==> src/rtl/id_ex_if.sv <==
// id_ex_if: ID-side operands/control, WB write port, and EX-side outputs of the
// ID/EX pipeline register, bundled for the stage and its environment.
interface id_ex_if #(
    parameter int XLEN   = 32,
    parameter int CTRL_W = 6
);
    // ID stage inputs
    logic              id_valid;
    logic [XLEN-1:0]   id_pc;
    logic [4:0]        id_rs1_addr;
    logic [4:0]        id_rs2_addr;
    logic              id_uses_rs1;
    logic              id_uses_rs2;
    logic [XLEN-1:0]   id_rs1_data;
    logic [XLEN-1:0]   id_rs2_data;
    logic [XLEN-1:0]   id_imm;
    logic [4:0]        id_rd_addr;
    logic              id_reg_write;
    logic              id_mem_read;
    logic              id_mem_write;
    logic [CTRL_W-1:0] id_ctrl;

    // WB write port (same signals that drive the register file)
    logic              wb_reg_write;
    logic [4:0]        wb_addr;
    logic [XLEN-1:0]   wb_data;

    // EX stage outputs
    logic              ex_valid;
    logic [XLEN-1:0]   ex_pc;
    logic [XLEN-1:0]   ex_rs1_data;
    logic [XLEN-1:0]   ex_rs2_data;
    logic [XLEN-1:0]   ex_imm;
    logic [4:0]        ex_rs1_addr;
    logic [4:0]        ex_rs2_addr;
    logic [4:0]        ex_rd_addr;
    logic              ex_reg_write;
    logic              ex_mem_read;
    logic              ex_mem_write;
    logic [CTRL_W-1:0] ex_ctrl;
    logic              load_use_hazard;

    // Pipeline environment: drives ID/WB, observes EX
    modport master (
        output id_valid, id_pc, id_rs1_addr, id_rs2_addr, id_uses_rs1, id_uses_rs2,
               id_rs1_data, id_rs2_data, id_imm, id_rd_addr, id_reg_write,
               id_mem_read, id_mem_write, id_ctrl, wb_reg_write, wb_addr, wb_data,
        input  ex_valid, ex_pc, ex_rs1_data, ex_rs2_data, ex_imm, ex_rs1_addr,
               ex_rs2_addr, ex_rd_addr, ex_reg_write, ex_mem_read, ex_mem_write,
               ex_ctrl, load_use_hazard
    );

    // The ID/EX register itself
    modport slave (
        input  id_valid, id_pc, id_rs1_addr, id_rs2_addr, id_uses_rs1, id_uses_rs2,
               id_rs1_data, id_rs2_data, id_imm, id_rd_addr, id_reg_write,
               id_mem_read, id_mem_write, id_ctrl, wb_reg_write, wb_addr, wb_data,
        output ex_valid, ex_pc, ex_rs1_data, ex_rs2_data, ex_imm, ex_rs1_addr,
               ex_rs2_addr, ex_rd_addr, ex_reg_write, ex_mem_read, ex_mem_write,
               ex_ctrl, load_use_hazard
    );
endinterface

==> src/rtl/id_ex_stage.sv <==
// id_ex_stage: ID/EX pipeline register with WB write-through bypass on load,
// operand refresh while stalled, flush-to-bubble, and load-use hazard detection.
// Optional statistics counters are compiled in with `define ID_EX_STATS_EN.
module id_ex_stage #(
    parameter int XLEN   = 32,
    parameter int CTRL_W = 6
) (
    input  logic        clk,
    input  logic        rst,
    input  logic        stall,
    input  logic        flush,
    id_ex_if.slave      bus
`ifdef ID_EX_STATS_EN
    ,
    output logic [31:0] stat_stall_cycles,
    output logic [31:0] stat_bubbles
`endif
);

    typedef struct packed {
        logic              valid;
        logic [XLEN-1:0]   pc;
        logic [XLEN-1:0]   rs1_data;
        logic [XLEN-1:0]   rs2_data;
        logic [XLEN-1:0]   imm;
        logic [4:0]        rs1_addr;
        logic [4:0]        rs2_addr;
        logic [4:0]        rd_addr;
        logic              reg_write;
        logic              mem_read;
        logic              mem_write;
        logic [CTRL_W-1:0] ctrl;
    } ex_regs_t;

    ex_regs_t ex_q;
    ex_regs_t ex_d;

    // The register file returns stale data in its write cycle, so a WB write to a
    // register being read (or held) must be picked up here. x0 never forwards.
    logic wb_hit_id_rs1, wb_hit_id_rs2, wb_hit_ex_rs1, wb_hit_ex_rs2;

    assign wb_hit_id_rs1 = bus.wb_reg_write && (bus.wb_addr != 5'd0) && (bus.wb_addr == bus.id_rs1_addr);
    assign wb_hit_id_rs2 = bus.wb_reg_write && (bus.wb_addr != 5'd0) && (bus.wb_addr == bus.id_rs2_addr);
    assign wb_hit_ex_rs1 = bus.wb_reg_write && (bus.wb_addr != 5'd0) && (bus.wb_addr == ex_q.rs1_addr);
    assign wb_hit_ex_rs2 = bus.wb_reg_write && (bus.wb_addr != 5'd0) && (bus.wb_addr == ex_q.rs2_addr);

    // Next-state selection: flush beats stall beats load.
    always_comb begin
        // NOTE: ex_d takes a full default before any branch, so no path leaves it unassigned and no latch is inferred.
        ex_d = ex_q;
        if (flush) begin
            ex_d = '0;
        end else if (stall) begin
            if (wb_hit_ex_rs1) ex_d.rs1_data = bus.wb_data;
            if (wb_hit_ex_rs2) ex_d.rs2_data = bus.wb_data;
        end else begin
            ex_d.valid     = bus.id_valid;
            ex_d.pc        = bus.id_pc;
            ex_d.rs1_data  = wb_hit_id_rs1 ? bus.wb_data : bus.id_rs1_data;
            ex_d.rs2_data  = wb_hit_id_rs2 ? bus.wb_data : bus.id_rs2_data;
            ex_d.imm       = bus.id_imm;
            ex_d.rs1_addr  = bus.id_rs1_addr;
            ex_d.rs2_addr  = bus.id_rs2_addr;
            ex_d.rd_addr   = bus.id_rd_addr;
            ex_d.reg_write = bus.id_valid && bus.id_reg_write;
            ex_d.mem_read  = bus.id_valid && bus.id_mem_read;
            ex_d.mem_write = bus.id_valid && bus.id_mem_write;
            ex_d.ctrl      = bus.id_valid ? bus.id_ctrl : '0;
        end
    end

    // Pipeline register; reset clears everything regardless of stall/flush.
    always_ff @(posedge clk or posedge rst) begin
        // NOTE: sequential state uses non-blocking assignment so every flop samples pre-edge values.
        if (rst) ex_q <= '0;
        else     ex_q <= ex_d;
    end

    assign bus.ex_valid     = ex_q.valid;
    assign bus.ex_pc        = ex_q.pc;
    assign bus.ex_rs1_data  = ex_q.rs1_data;
    assign bus.ex_rs2_data  = ex_q.rs2_data;
    assign bus.ex_imm       = ex_q.imm;
    assign bus.ex_rs1_addr  = ex_q.rs1_addr;
    assign bus.ex_rs2_addr  = ex_q.rs2_addr;
    assign bus.ex_rd_addr   = ex_q.rd_addr;
    assign bus.ex_reg_write = ex_q.reg_write;
    assign bus.ex_mem_read  = ex_q.mem_read;
    assign bus.ex_mem_write = ex_q.mem_write;
    assign bus.ex_ctrl      = ex_q.ctrl;

    // A load in EX whose destination feeds the ID instruction; the external
    // hazard unit decides what to do with it, so no stall/flush gating here.
    assign bus.load_use_hazard = ex_q.valid && ex_q.mem_read && (ex_q.rd_addr != 5'd0) &&
                                 ((bus.id_uses_rs1 && (bus.id_rs1_addr == ex_q.rd_addr)) ||
                                  (bus.id_uses_rs2 && (bus.id_rs2_addr == ex_q.rd_addr)));

`ifdef ID_EX_STATS_EN
    logic [31:0] stall_cnt_q;
    logic [31:0] bubble_cnt_q;
    logic        stall_evt;
    logic        bubble_evt;

    assign stall_evt  = stall && !flush;
    assign bubble_evt = flush || (!stall && !bus.id_valid);

    // Saturating event counters.
    always_ff @(posedge clk or posedge rst) begin
        if (rst) begin
            stall_cnt_q  <= '0;
            bubble_cnt_q <= '0;
        end else begin
            if (stall_evt && (stall_cnt_q != '1))   stall_cnt_q  <= stall_cnt_q + 32'd1;
            if (bubble_evt && (bubble_cnt_q != '1)) bubble_cnt_q <= bubble_cnt_q + 32'd1;
        end
    end

    assign stat_stall_cycles = stall_cnt_q;
    assign stat_bubbles      = bubble_cnt_q;
`endif

endmodule

==> src/flat_wrapper.sv <==
// flat-port wrapper written by rule: the top's interface ports become plain ports
module id_ex_stage_flat 
#(
    parameter int XLEN   = 32,
    parameter int CTRL_W = 6
)
  (clk, rst, stall, flush, bus_id_valid, bus_id_pc, bus_id_rs1_addr, bus_id_rs2_addr, bus_id_uses_rs1, bus_id_uses_rs2, bus_id_rs1_data, bus_id_rs2_data, bus_id_imm, bus_id_rd_addr, bus_id_reg_write, bus_id_mem_read, bus_id_mem_write, bus_id_ctrl, bus_wb_reg_write, bus_wb_addr, bus_wb_data, bus_ex_valid, bus_ex_pc, bus_ex_rs1_data, bus_ex_rs2_data, bus_ex_imm, bus_ex_rs1_addr, bus_ex_rs2_addr, bus_ex_rd_addr, bus_ex_reg_write, bus_ex_mem_read, bus_ex_mem_write, bus_ex_ctrl, bus_load_use_hazard);
  id_ex_if #(.XLEN(XLEN), .CTRL_W(CTRL_W)) bus_i ();
  input  logic clk;
  input  logic rst;
  input  logic stall;
  input  logic flush;
  input wire logic [$bits(bus_i.id_valid)-1:0] bus_id_valid;
  input wire logic [$bits(bus_i.id_pc)-1:0] bus_id_pc;
  input wire logic [$bits(bus_i.id_rs1_addr)-1:0] bus_id_rs1_addr;
  input wire logic [$bits(bus_i.id_rs2_addr)-1:0] bus_id_rs2_addr;
  input wire logic [$bits(bus_i.id_uses_rs1)-1:0] bus_id_uses_rs1;
  input wire logic [$bits(bus_i.id_uses_rs2)-1:0] bus_id_uses_rs2;
  input wire logic [$bits(bus_i.id_rs1_data)-1:0] bus_id_rs1_data;
  input wire logic [$bits(bus_i.id_rs2_data)-1:0] bus_id_rs2_data;
  input wire logic [$bits(bus_i.id_imm)-1:0] bus_id_imm;
  input wire logic [$bits(bus_i.id_rd_addr)-1:0] bus_id_rd_addr;
  input wire logic [$bits(bus_i.id_reg_write)-1:0] bus_id_reg_write;
  input wire logic [$bits(bus_i.id_mem_read)-1:0] bus_id_mem_read;
  input wire logic [$bits(bus_i.id_mem_write)-1:0] bus_id_mem_write;
  input wire logic [$bits(bus_i.id_ctrl)-1:0] bus_id_ctrl;
  input wire logic [$bits(bus_i.wb_reg_write)-1:0] bus_wb_reg_write;
  input wire logic [$bits(bus_i.wb_addr)-1:0] bus_wb_addr;
  input wire logic [$bits(bus_i.wb_data)-1:0] bus_wb_data;
  output wire logic [$bits(bus_i.ex_valid)-1:0] bus_ex_valid;
  output wire logic [$bits(bus_i.ex_pc)-1:0] bus_ex_pc;
  output wire logic [$bits(bus_i.ex_rs1_data)-1:0] bus_ex_rs1_data;
  output wire logic [$bits(bus_i.ex_rs2_data)-1:0] bus_ex_rs2_data;
  output wire logic [$bits(bus_i.ex_imm)-1:0] bus_ex_imm;
  output wire logic [$bits(bus_i.ex_rs1_addr)-1:0] bus_ex_rs1_addr;
  output wire logic [$bits(bus_i.ex_rs2_addr)-1:0] bus_ex_rs2_addr;
  output wire logic [$bits(bus_i.ex_rd_addr)-1:0] bus_ex_rd_addr;
  output wire logic [$bits(bus_i.ex_reg_write)-1:0] bus_ex_reg_write;
  output wire logic [$bits(bus_i.ex_mem_read)-1:0] bus_ex_mem_read;
  output wire logic [$bits(bus_i.ex_mem_write)-1:0] bus_ex_mem_write;
  output wire logic [$bits(bus_i.ex_ctrl)-1:0] bus_ex_ctrl;
  output wire logic [$bits(bus_i.load_use_hazard)-1:0] bus_load_use_hazard;
  assign bus_i.id_valid = bus_id_valid;
  assign bus_i.id_pc = bus_id_pc;
  assign bus_i.id_rs1_addr = bus_id_rs1_addr;
  assign bus_i.id_rs2_addr = bus_id_rs2_addr;
  assign bus_i.id_uses_rs1 = bus_id_uses_rs1;
  assign bus_i.id_uses_rs2 = bus_id_uses_rs2;
  assign bus_i.id_rs1_data = bus_id_rs1_data;
  assign bus_i.id_rs2_data = bus_id_rs2_data;
  assign bus_i.id_imm = bus_id_imm;
  assign bus_i.id_rd_addr = bus_id_rd_addr;
  assign bus_i.id_reg_write = bus_id_reg_write;
  assign bus_i.id_mem_read = bus_id_mem_read;
  assign bus_i.id_mem_write = bus_id_mem_write;
  assign bus_i.id_ctrl = bus_id_ctrl;
  assign bus_i.wb_reg_write = bus_wb_reg_write;
  assign bus_i.wb_addr = bus_wb_addr;
  assign bus_i.wb_data = bus_wb_data;
  assign bus_ex_valid = bus_i.ex_valid;
  assign bus_ex_pc = bus_i.ex_pc;
  assign bus_ex_rs1_data = bus_i.ex_rs1_data;
  assign bus_ex_rs2_data = bus_i.ex_rs2_data;
  assign bus_ex_imm = bus_i.ex_imm;
  assign bus_ex_rs1_addr = bus_i.ex_rs1_addr;
  assign bus_ex_rs2_addr = bus_i.ex_rs2_addr;
  assign bus_ex_rd_addr = bus_i.ex_rd_addr;
  assign bus_ex_reg_write = bus_i.ex_reg_write;
  assign bus_ex_mem_read = bus_i.ex_mem_read;
  assign bus_ex_mem_write = bus_i.ex_mem_write;
  assign bus_ex_ctrl = bus_i.ex_ctrl;
  assign bus_load_use_hazard = bus_i.load_use_hazard;
  id_ex_stage #(.XLEN(XLEN), .CTRL_W(CTRL_W)) u_core (.clk(clk), .rst(rst), .stall(stall), .flush(flush), .bus(bus_i));
endmodule
==> config.mk <==
export PLATFORM = sky130hd
export DESIGN_NAME = id_ex_stage_flat
export DESIGN_NICKNAME = d
export VERILOG_FILES = /design/src/rtl/id_ex_if.sv /design/src/rtl/id_ex_stage.sv /design/src/flat_wrapper.sv
export SDC_FILE = /design/constraint.sdc
export NUM_CORES = 1
export LEC_CHECK = 0
export ABC_AREA = 1
export CAP_MARGIN = 20
export CORE_AREA = 2 2 136 138
export CTS_CLUSTER_DIAMETER = 120
export DETAILED_ROUTE_END_ITERATION = 6
export DIE_AREA = 0 0 138 140
export HOLD_SLACK_MARGIN = 0.02
export PLACE_DENSITY = 0.77
export SYNTH_ARGS = -nofsm -noshare
export SYNTH_HDL_FRONTEND = slang
export SYNTH_SLANG_ARGS = --single-unit
==> constraint.sdc <==
create_clock -name clk -period 7.7 [get_ports clk]
set_input_delay 1.155 -clock clk [delete_from_list [all_inputs] [get_ports clk]]
set_output_delay 1.155 -clock clk [all_outputs]
set_load 0.02 [all_outputs]
==> results of run 1 <==
==> power by group through the flow <==
stage / Sequential, µW / Clock, µW / Combinational, µW
global placement: 899 / 0 / 451
finish: 886 / 869 / 452
global route: 891 / 919 / 487
detailed placement: 899 / 0 / 453
floorplan: 958 / 0 / 143
CTS: 886 / 885 / 455
==> registers in the layout (all words and copies together) (netlist names) <==
signal and count:
u_core.bus.ex_reg_write 1, u_core.bus.ex_rs1_addr 5, u_core.bus.ex_rs2_data 32, u_core.bus.ex_valid 1, u_core.bus.ex_imm 32, u_core.bus.ex_rs1_data 32
u_core.bus.ex_rs2_addr 5, u_core.bus.ex_mem_read 1, u_core.bus.ex_pc 32, u_core.bus.ex_mem_write 1, u_core.bus.ex_ctrl 6, u_core.bus.ex_rd_addr 5
==> cells by family (layout without fill, tap and decap cells) <==
logic type,after synthesis,count (layout),share of synthesized area [%]
buffers and inverters,115,440,6.56
AND/OR/NAND/NOR,603,603,36.9
flip-flops,153,153,51.8
XOR/XNOR,20,20,2.37
other,0,1,0
AO/OA/AOI/OAI,29,29,2.39
==> routing by layer <==
metal  GRT usage, %  part of all wire (%)
met1           33.6                    40
met2           43.1                    49
met3           8.41                   9.3
met4           8.92                   2.2
met5              0                     0
==> Yosys cell counts (all sizes together) <==
cell	instances	area share, %
a21oi	9	0.91
buf	38	2.7
clkbuf	26	1.3
dfrtp	153	52
inv	51	2.6
nand2	364	19
nand3	162	11
nand3b	63	6.4
nand4	1	0.085
nor2	13	0.76
o21ai	15	1.0
o22ai	4	0.34
o311ai	1	0.12
xnor2	14	1.7
xor2	6	0.71
==> layout make-up <==
| class | count | share of cell area [%] |
|---|---|---|
| well taps | 229 | 2.48 |
| inverters | 51 | 1.70 |
| clock inverters | 15 | 1.58 |
| diodes | 1 | 0.0216 |
| flip-flops and latches | 153 | 33.1 |
| multi-input cells | 652 | 26.7 |
| clock buffers | 17 | 3.68 |
| repair buffers | 357 | 30.7 |
==> stage by stage <==
stage	utilization, %	total power (µW)	instances	setup slack (ns)	hold WS, ns
5_1_grt	65.0	2300	1475	3.56	0.498
4_1_cts	65.0	2230	1474	3.69	0.483
3_3_place_gp	61.6	1350	1442	3.70	0.461
2_1_floorplan	-	1100	920	2.42	0.589
6_report	65.0	2210	1475	3.70	0.478
3_5_place_dp	61.6	1350	1442	3.64	0.465
==> final timing paths <==
path | from | to | slack [ns] | cells past startpoint
max in group asynchronous | rst | u_core.bus.ex_pc[22] | 4.99 | 3
min in group asynchronous | rst | u_core.bus.ex_pc[19] | 1.23 | 2
max reg2reg | u_core.bus.ex_rs2_addr[1] | u_core.bus.ex_rs2_data[9] | 5.67 | 7
max | bus_id_rs1_addr[2] | bus_load_use_hazard | 3.70 | 6
min | u_core.bus.ex_rs2_data[9] | u_core.bus.ex_rs2_data[9] | 0.48 | 2
min reg2reg | u_core.bus.ex_rs2_data[9] | u_core.bus.ex_rs2_data[9] | 0.48 | 2
==> critical path: stages <==
cell and delay (ns):
clkdlybuf4s50_1 0.50, xor2_1 0.17, a21oi_1 0.13, nand3_1 0.09, a21oi_1 0.17, clkdlybuf4s50_1 0.62
==> results.toml, run 1 <==
[cells_and_area]
multi_input_area_mm2 = 0.00309
fin_area_mm2 = 0.0116
fillCellCount = 1474
seq_area_mm2 = 0.00383
final_common_cell = "nand2_1"
area_growth_pct = 56.4
drive_above_1_share_pct = 4.66
final_nets = 1429
layout_common_cells = "nand2_1 (359), clkdlybuf4s50_1 (349), nand3_1 (161)"

[drt]
drc_errors = 0
routedWlPerCell_um = 17.7
dr.pass1.iters = 7
avgViaCountPerCell = 5.12
vias = 7550
wl_um = 26100
drt_iter0_drc = 529
ant_nets = 0

[outcome]
status = "complete, no violations"

[critical_path]
cp.arrival_ns = 2.84
critPathLaunchType = "input pin"
crit_type = "input pin to primary output"
worstSetupEndpointType = "primary output"
crit_fanout = 3
worst_ep_required_time_ns = 6.55

[floorplan]
start_util_pct = 41.6
die_h_um = 140
design.core.area_mm2 = 0.0178
dieWidth_um = 138
dieArea_mm2 = 0.0193
io_pins = 351
row_count = 49

[timing]
slew_headroom_pct = 30.9
skew_ns = 0.0110
slew_violations = 0
rsz0062_at_grt = "false"
min_period_over_period_pct = 51.9
setup_viol = 0
hold_violations = 0
min_period_ns = 4.00
fmax_mhz = 250
setup_tns_ns = 0
worst_pin_slew_ns = 1.04

[pwr]
power_switching_share_pct = 29.0
pwr-share-clk_pct = 39.4
peakVddDrop_mv = 0.141
pwr-share-comb_pct = 20.5
p_leak_uw = 0.00555
pwr-share-seq_pct = 40.2
internal_power_uw = 1570
p_per_area_mw_per_mm2 = 191
p_sw_uw = 640

[cts]
cts_setup_buffers = 0
cts_buffers = 17
cts_max_path_buffers = 2
clk_pin_slew_ns = 0.06
post_cts_resized = 0
clkLatencyLatePin_ns = 0.42
cts_root_buf = "clkbuf_16"
cts_htree_levels = 4
cts_tree = "built"
postCtsHoldBufs = 0
clock_sinks = 153

[synthesis]
syn_inst = 920
synthDistinctLibCells = 23
synth_area_mm2 = 0.00740
avgSynthCellArea_um2 = 8.04
seq_area_frac_synth_pct = 51.8
yosysWarnings = 0
synth_nets = 1117
ys_seq_elements = 153

[global_route]
gr-total-overflow = 0
antenna_found_initial = 1
track_usage_pct = 26.5
grt_pass1_vias = 7281
grt_pass1_wl_um = 40600
grt_max_degree = 91

[placement]
placed_area_mm2 = 0.0110
hpwl_um = 18100
io_buffers = 350
gp_congestion = 0.894

[run]
max_cap_violations = 0

[hold_path]
hold_class = "flip-flop to flip-flop"
No activity file was read; power rests on OpenSTA's default activity.
==> run 2, diff against run 1 <==
Settings changed: CORE_AREA 2 2 136 138 to not set, CORE_ASPECT_RATIO set to 1.75, CORE_MARGIN set to 1.5, CORE_UTILIZATION set to 37, DIE_AREA 0 0 138 140 to not set, PLACE_DENSITY 0.77 to 0.73.
Clock period 7.7 ns to 3.2 ns, I/O delays scaled along.
==> results.toml, run 2 (synthesized netlist as in run 1, its figures left out) <==
[floorplan]
dieWidth_um = 110
row_count = 68
dieArea_mm2 = 0.0209
io_pins = 351
die_h_um = 190
design.core.area_mm2 = 0.0197
start_util_pct = 37.6

[drt]
avgViaCountPerCell = 5.01
routedWlPerCell_um = 18.1
ant_nets = 0
dr.pass1.iters = 5
vias = 7505
wl_um = 27100
drt_iter0_drc = 509
drc_errors = 0

[timing]
hold_violations = 0
setup_viol = 0
rsz0062_at_grt = "false"
worst_pin_slew_ns = 1.01
setup_tns_ns = 0
min_period_over_period_pct = 82.3
slew_headroom_pct = 32.6
min_period_ns = 2.63
fmax_mhz = 380
skew_ns = 0.00661
slew_violations = 0

[critical_path]
worst_ep_required_time_ns = 2.72
crit_type = "input pin to primary output"
critPathMaxStageDelay_ns = 0.63
cp_slowest_cell = "clkdlybuf4s50_1"
cp.arrival_ns = 2.15
crit_fanout = 3
crit_chain = "clkdlybuf4s50_1, inv_1, o22ai_1, a21oi_1, nand3_1, a21oi_1, clkdlybuf4s50_1"
critPathLaunchType = "input pin"
worstSetupEndpointType = "primary output"

[cells_and_area]
drive_above_1_share_pct = 5.12
area_growth_pct = 57.9
fillCellCount = 1736
final_core_util_pct = 59.4
multi_input_area_mm2 = 0.00310
layout_common_cells = "nand2_1 (359), clkdlybuf4s50_1 (349), nand3_1 (161)"
seq_area_mm2 = 0.00383
final_common_cell = "nand2_1"
fin_area_mm2 = 0.0117
final_nets = 1436

[outcome]
status = "complete, no violations"

[cts]
cts_root_buf = "clkbuf_16"
cts_htree_levels = 4
clock_sinks = 153
cts_setup_buffers = 0
clkLatencyLatePin_ns = 0.42
cts_max_path_buffers = 2
clk_pin_slew_ns = 0.07
cts_buffers = 17
postCtsHoldBufs = 0
post_cts_resized = 0
cts_tree = "built"

[pwr]
peakVddDrop_mv = 0.266
power_uw = 5270
p_per_area_mw_per_mm2 = 451
p_leak_uw = 0.00557

[placement]
gp_congestion = 0.887
io_buffers = 350
placed_area_mm2 = 0.0111
hpwl_um = 19200

[run]
max_cap_violations = 0

[global_route]
track_usage_pct = 26.2
grt_pass1_vias = 7654
gr-total-overflow = 0
grt_pass1_wl_um = 41300
grt_max_degree = 86
antenna_found_initial = 2

[hold_path]
hold_class = "input pin to async pin"
==> run 2: changes by cell type in the layout (fill, tap and decap cells not counted), sizes merged <==
cell      change
clkbuf        +1
diode         +1
inv           -6
clkinvlp      +6
clkinv        -2
buf           +7
==> run 2: path summary, 6_finish.rpt <==
| check | end | cells past startpoint | slack (ns) | startpoint |
|---|---|---|---|---|
| worst max-delay path | bus_load_use_hazard | 7 | 0.57 | bus_id_rs1_addr[1] |
| worst max register to register | u_core.bus.ex_rs1_data[12] | 6 | 1.40 | u_core.bus.ex_rs1_addr[0] |
| worst min-delay path | u_core.bus.ex_imm[23] | 2 | 0.48 | rst |
| max in group asynchronous | u_core.bus.ex_rs2_data[9] | 3 | 1.96 | rst |
| min in group clk | u_core.bus.ex_rs2_data[25] | 2 | 0.48 | u_core.bus.ex_rs2_data[25] |
| worst min register to register | u_core.bus.ex_rs2_data[25] | 2 | 0.48 | u_core.bus.ex_rs2_data[25] |
==> run 2: cell type report <==
class / instances / share of cell area, %
sequential: 153 / 32.8
clock inverter: 13 / 1.25
timing repair buffer: 364 / 31.3
tap: 245 / 2.62
antenna: 2 / 0.0428
clock buffer: 18 / 3.76
inverter: 51 / 1.67
multi-input combinational: 652 / 26.6
==> run 2: metal layers <==
metal  share of wire (%)  vias to the layer above  global-route usage, %  routed length (µm)
met2                  54                      301                   45.9               14600
met1                  36                     3581                   29.3                9720
met4                 3.2                        0                   12.4                 879
met5                   0                        -                      0                   0
met3                 7.1                       45                   6.24                1930
li1                    -                     3578                      -                   -
==> run 2: power breakdown <==
part           leakage [µW]  internal (µW)  switching [µW]
logic               0.00327            543             563
registers           0.00203           2050            77.2
clock network      0.000271           1170             863
==> run 2: worst max-delay path, delay by kind of cell <==
kind / cells / cell delay (ns)
and+or+nand+nor: 1 / 0.10
buffers and inverters: 3 / 1.20
AOI/OAI and AO/OA: 3 / 0.37
==> run 2: stage by stage <==
step / setup slack [ns] / std cells / hold WS (ns)
2_1_floorplan: 0.789 / 920 / 0.589
3_3_place_gp: 0.596 / 1465 / 0.461
3_5_place_dp: 0.565 / 1465 / 0.465
4_1_cts: 0.565 / 1496 / 0.482
5_1_grt: 0.484 / 1497 / 0.500
6_report: 0.566 / 1498 / 0.477
